--- config.mk ---
export PLATFORM = sky130hd
export DESIGN_NAME = ps2_rx
export DESIGN_NICKNAME = d
export VERILOG_FILES = /design/src/rtl/ps2_pkg.sv /design/src/rtl/ps2_filter.sv /design/src/rtl/ps2_rx.sv
export SDC_FILE = /design/constraint.sdc
export NUM_CORES = 1
export LEC_CHECK = 0
export ABC_AREA = 1
export CAP_MARGIN = 20
export CORE_AREA = 5 5 80 82
export DETAILED_ROUTE_END_ITERATION = 8
export DIE_AREA = 0 0 85 87
export SLEW_MARGIN = 20
export SYNTH_ARGS = -nofsm -noshare
export SYNTH_HDL_FRONTEND = slang
export SYNTH_HIERARCHICAL = 1
export SYNTH_SLANG_ARGS = --single-unit
--- constraint.sdc ---
create_clock -name CLOCK_50 -period 1.7 [get_ports CLOCK_50]
set_input_delay 0.17 -clock CLOCK_50 [delete_from_list [all_inputs] [get_ports CLOCK_50]]
set_output_delay 0.17 -clock CLOCK_50 [all_outputs]
set_load 0.05 [all_outputs]
--- src/rtl/ps2_pkg.sv ---
// ps2_pkg: shared receiver state encoding and default timing constants.
package ps2_pkg;
    typedef enum logic [1:0] {IDLE, DATA, PARITY, STOP} state_t;
    localparam int FILTER_LEN_DEF     = 4;
    localparam int TIMEOUT_CYCLES_DEF = 100000;
endpackage

--- src/rtl/ps2_filter.sv ---
// ps2_filter: synchronizes PS2_CLK/PS2_DAT, debounces the clock and flags its falling edges.
module ps2_filter import ps2_pkg::*; #(
    parameter int FILTER_LEN = FILTER_LEN_DEF
) (
    input  logic CLOCK_50,
    input  logic reset,
    input  logic PS2_CLK,
    input  logic PS2_DAT,
    output logic sample,
    output logic dat
);
    localparam int FW = $clog2(FILTER_LEN + 1);
    logic [1:0]    clk_s, dat_s;
    logic          filt;
    logic [FW-1:0] run;
    // run counts consecutive synchronized samples that disagree with the filtered level
    always_ff @(posedge CLOCK_50) begin
        if (reset) begin
            clk_s  <= '1;
            dat_s  <= '1;
            filt   <= 1'b1;
            run    <= '0;
            sample <= 1'b0;
        end else begin
            clk_s  <= {clk_s[0], PS2_CLK};
            dat_s  <= {dat_s[0], PS2_DAT};
            sample <= 1'b0;
            if (clk_s[1] == filt)
                run <= '0;
            else if (run == FW'(FILTER_LEN - 1)) begin
                filt   <= clk_s[1];
                run    <= '0;
                sample <= filt;
            end else
                run <= run + FW'(1);
        end
    end
    assign dat = dat_s[1];
endmodule

--- src/rtl/ps2_rx.sv ---
// ps2_rx: PS/2 keyboard frame receiver with odd-parity check, timeout and one-byte holding register.
module ps2_rx import ps2_pkg::*; #(
    parameter int FILTER_LEN     = FILTER_LEN_DEF,
    parameter int TIMEOUT_CYCLES = TIMEOUT_CYCLES_DEF
) (
    input  logic       CLOCK_50,
    input  logic       reset,
    input  logic       PS2_CLK,
    input  logic       PS2_DAT,
    input  logic       rd,
    output logic [7:0] data,
    output logic       valid,
    output logic       parity_err,
    output logic       frame_err,
    output logic       overrun,
    output logic       busy
);
    localparam int CW = $clog2(TIMEOUT_CYCLES + 1);
    state_t        state, state_n;
    logic [2:0]    bit_cnt, bit_cnt_n;
    logic [7:0]    shift, shift_n;
    logic          par, par_n;
    logic [CW-1:0] cnt;
    logic          sample, sdat, timeout, accept, perr_n, ferr_n;

    ps2_filter #(.FILTER_LEN(FILTER_LEN)) u_filter (
        .CLOCK_50(CLOCK_50),
        .reset(reset),
        .PS2_CLK(PS2_CLK),
        .PS2_DAT(PS2_DAT),
        .sample(sample),
        .dat(sdat)
    );

    assign timeout = (state != IDLE) && (cnt == CW'(TIMEOUT_CYCLES));
    assign busy    = state != IDLE;

    always_comb begin
        state_n   = state;
        bit_cnt_n = bit_cnt;
        shift_n   = shift;
        par_n     = par;
        accept    = 1'b0;
        perr_n    = 1'b0;
        ferr_n    = 1'b0;
        if (timeout) begin
            state_n = IDLE;
            ferr_n  = 1'b1;
        end else if (sample) begin
            case (state)
                IDLE: begin
                    state_n   = sdat ? IDLE : DATA;
                    bit_cnt_n = 3'd0;
                end
                DATA: begin
                    shift_n   = {sdat, shift[7:1]};
                    bit_cnt_n = bit_cnt + 3'd1;
                    state_n   = (bit_cnt == 3'd7) ? PARITY : DATA;
                end
                PARITY: begin
                    par_n   = sdat;
                    state_n = STOP;
                end
                STOP: begin
                    state_n = IDLE;
                    ferr_n  = ~sdat;
                    perr_n  = sdat & ~(^shift ^ par);
                    accept  = sdat & (^shift ^ par);
                end
            endcase
        end
    end

    always_ff @(posedge CLOCK_50) begin
        if (reset) begin
            state      <= IDLE;
            bit_cnt    <= '0;
            shift      <= '0;
            par        <= 1'b0;
            cnt        <= '0;
            data       <= '0;
            valid      <= 1'b0;
            overrun    <= 1'b0;
            parity_err <= 1'b0;
            frame_err  <= 1'b0;
        end else begin
            state      <= state_n;
            bit_cnt    <= bit_cnt_n;
            shift      <= shift_n;
            par        <= par_n;
            parity_err <= perr_n;
            frame_err  <= ferr_n;
            cnt        <= (state == IDLE || sample || timeout) ? '0 :
                          (cnt == CW'(TIMEOUT_CYCLES)) ? cnt : cnt + CW'(1);
            // a consumer read in the accept cycle frees the slot, so the new byte replaces the old
            data       <= (accept && (!valid || rd)) ? shift : data;
            valid      <= accept ? 1'b1 : (rd && valid) ? 1'b0 : valid;
            overrun    <= accept ? ((valid && !rd) ? 1'b1 : overrun) :
                          (rd && valid) ? 1'b0 : overrun;
        end
    end
endmodule

==> run metrics <==
Vias 2038; fin nets between 300 and 400; Post-synth top flop dfxtp_1; vias per cell 4.71; Static Leak around 1.3 nW; max-cap viol count 0; TritonCTS Sinks 52; 1st-iter DRT viols 75; I/O pins 18; met3 wire length between 150 and 200 um; Routed met2 length 2110 um; Syn Area/Cell 7.76 um^2; run status finished clean; Clk pwr share 0.412; Period minus WS final about 1700 ps; Final Max Slew Viols 0; Die Area between 7000 and 8000 um^2; RSZ-0062 raised after global routing yes; Hold Path Class flip-flop to flip-flop; Yosys reg bits 52; initial antenna violation count 0; remaining routing DRC violations 0; grt total ovfl 0; Seq pwr share 0.568; Crit Path Class flip-flop to flip-flop; vias in the first global route ~1800; sw frac 0.200; YS warnings 6; pin count of the biggest net entering global routing 20; Post-Place Worst Slack 41.5 ps; CP delay by family, top simple AND/OR/NAND/NOR gates; leading cell types in the layout, fill and taps excluded nand2_1 (53), dfxtp_1 (48), nor2_1 (40), inv_1 (33), a21oi_1 (22); Worst path slowest cell dfxtp_1; WL/cell 10.8 um; Initial Utilization 0.433; Core ar. 5680 um^2; number of buffers and inverters on the critical path 2; Combinational Power Share 0.020; peak supply drop 619 uV; RD Place Congestion 0.839; area grow syn2layout 22.5%; top layer in use met4; top cells by area, synth dfxtp_1 (42%), nand2_1 (8.4%), nor2_1 (6.3%); pwr/cell area between 700 and 800 nW/um^2; Max-slew headroom 0.665; Die Wd 85 um; Die Y 87 um; post-synth top area cell dfxtp_1; Fin Setup TNS 0 ps; # diodes 0; worst slew pin tran 501 ps; Int Pwr 1.72 mW; crit start category flip-flop; CP max FO 9; layout cell share with drive strength beyond 1 0.240; first-pass GRT wire length 7770 um; post-detail-place hpwl 3280 um; Pre-antenna DRT Iters 4; Post-Synthesis Cells 317; final setup fails 0; drt total wl 4670 um; Clk Latency, worst-skew pair around 310 ps; Post-synth EDFFs 0; final hold vios 0; Root Buffer clkbuf_8; Worst EP required between 1500 and 2000 ps; Layout Skew roughly 14 ps; Buffers on Ports 17; CTS Buffer Depth 2; sw power 431 uW; Reg clk slew, reported paths around 100 ps; period utilization 0.979; CTS HTree Levels 2; commonest non-fill, non-tap cell in the layout nand2_1; Num CTS Buffers 5; Worst EP arrival 1880 ps; CP max stage delay 320 ps; TritonCTS clock tree done; Critical Path Sink Type flip-flop; Distinct cells, synth 40; number of routed nets with antenna violations 0; post-route worst setup slack between 30 and 40 ps; num rows 28; asr flop ratio synth 0; Seq/Total Area, Yosys 0.423; share of the synthesized area in the top cell type 0.423; Total GRT Usage 0.129; Mapped Nets 328; WL met1 2300 um; synthesized cell area roughly 2500 um^2; Peak Freq 601 MHz; worst path cell trace inv_1, ha_1, nand4_1, nor2_2, nand4_4, nand2_4, nor2_8, buf_4, a21oi_2, nor2_1
-- final timing paths --
kind | from | to | slack, ps | cells past startpoint
setup / recovery | cnt[0] | data[7] | 40 | 10
hold reg to reg | u_filter/dat_s[0] | u_filter/dat_s[1] | 410 | 1
setup reg to reg | cnt[0] | data[7] | 40 | 10
hold / removal | u_filter/dat_s[0] | u_filter/dat_s[1] | 410 | 1
-- worst reg2reg max path, cell delays in order (launching register included) --
cell     delay, ps
dfxtp_1        320
inv_1           80
ha_1           160
nand4_1        100
nor2_2         190
nand4_4        180
nand2_4        180
nor2_8          60
buf_4          150
a21oi_2        100
nor2_1          50
-- layout make-up --
type                    instances  area (um^2)
fillers                       576         2660
multi-input cells             217         1230
flip-flops and latches         52         1050
repair buffers                 39          363
inverters                      42          158
well taps                      75         93.8
clock buffers                   6         82.6
clock inverters                 2         38.8
-- cells in the mapped netlist (all sizes together) (2+ instances only) --
library cell / instances
nor3b: 3
buf: 5
nor2: 49
nand3: 23
xor2: 3
nor3: 8
clkbuf: 2
or2: 7
nand2: 62
a21oi: 31
xnor2: 2
ha: 6
nand4: 6
dfxtp: 52
inv: 42
o21ai: 11
-- cell families (layout without fill, tap and decap cells) --
family	after synthesis	after routing	synth area share
xor+xnor	5	5	0.0178
flops	52	52	0.423
simple gates	159	160	0.325
compound gates	46	46	0.113
fa+ha+maj	6	6	0.0305
buf+inv	49	89	0.0905
-- state kept, by name, summed over array words and instances, names as in the netlist, named ones only --
register / cells
cnt: 17
state: 1
valid: 1
frame_err: 1
parity_err: 1
u_filter/filt: 1
u_filter/sample: 1
shift: 8
bit_cnt: 3
u_filter/run: 3
u_filter/clk_s: 2
data: 8
overrun: 1
par: 1
u_filter/dat_s: 2
-- what timing repair did --
action | in CTS | in global routing
setup buffers | 0 | 10
resized for setup | 0 | 14
setup endpoints to repair | 0 | 37
hold buffers | 0 | 0
-- metrics by stage --
step	hold slack (ps)	instance area, um^2	total power, mW	instances	util
floorplan	239	2460	1.28	317	-
CTS	412	2880	2.18	422	0.507
finish	408	3010	2.16	433	0.531
global placement	388	2760	1.30	414	0.486
detailed placement	391	2760	1.30	414	0.486
global route	426	3010	2.24	433	0.531
-- routing by layer --
layer | vias up | global-route usage
met2 | 29 | 0.206
li1 | 1094 | -
met3 | 6 | 0.0416
met1 | 909 | 0.162
met5 | - | 0
met4 | 0 | 0.0489
-- power groups by stage --
stage | Combinational, mW | Sequential (mW) | Clock (mW)
2_1_floorplan | 0.0235 | 1.25 | 0
3_3_place_gp | 0.0436 | 1.25 | 0
3_5_place_dp | 0.0435 | 1.25 | 0
4_1_cts | 0.0439 | 1.23 | 0.914
5_1_grt | 0.0498 | 1.23 | 0.967
6_report | 0.0434 | 1.22 | 0.887
Note: power is estimated with default switching activity, not from simulation.
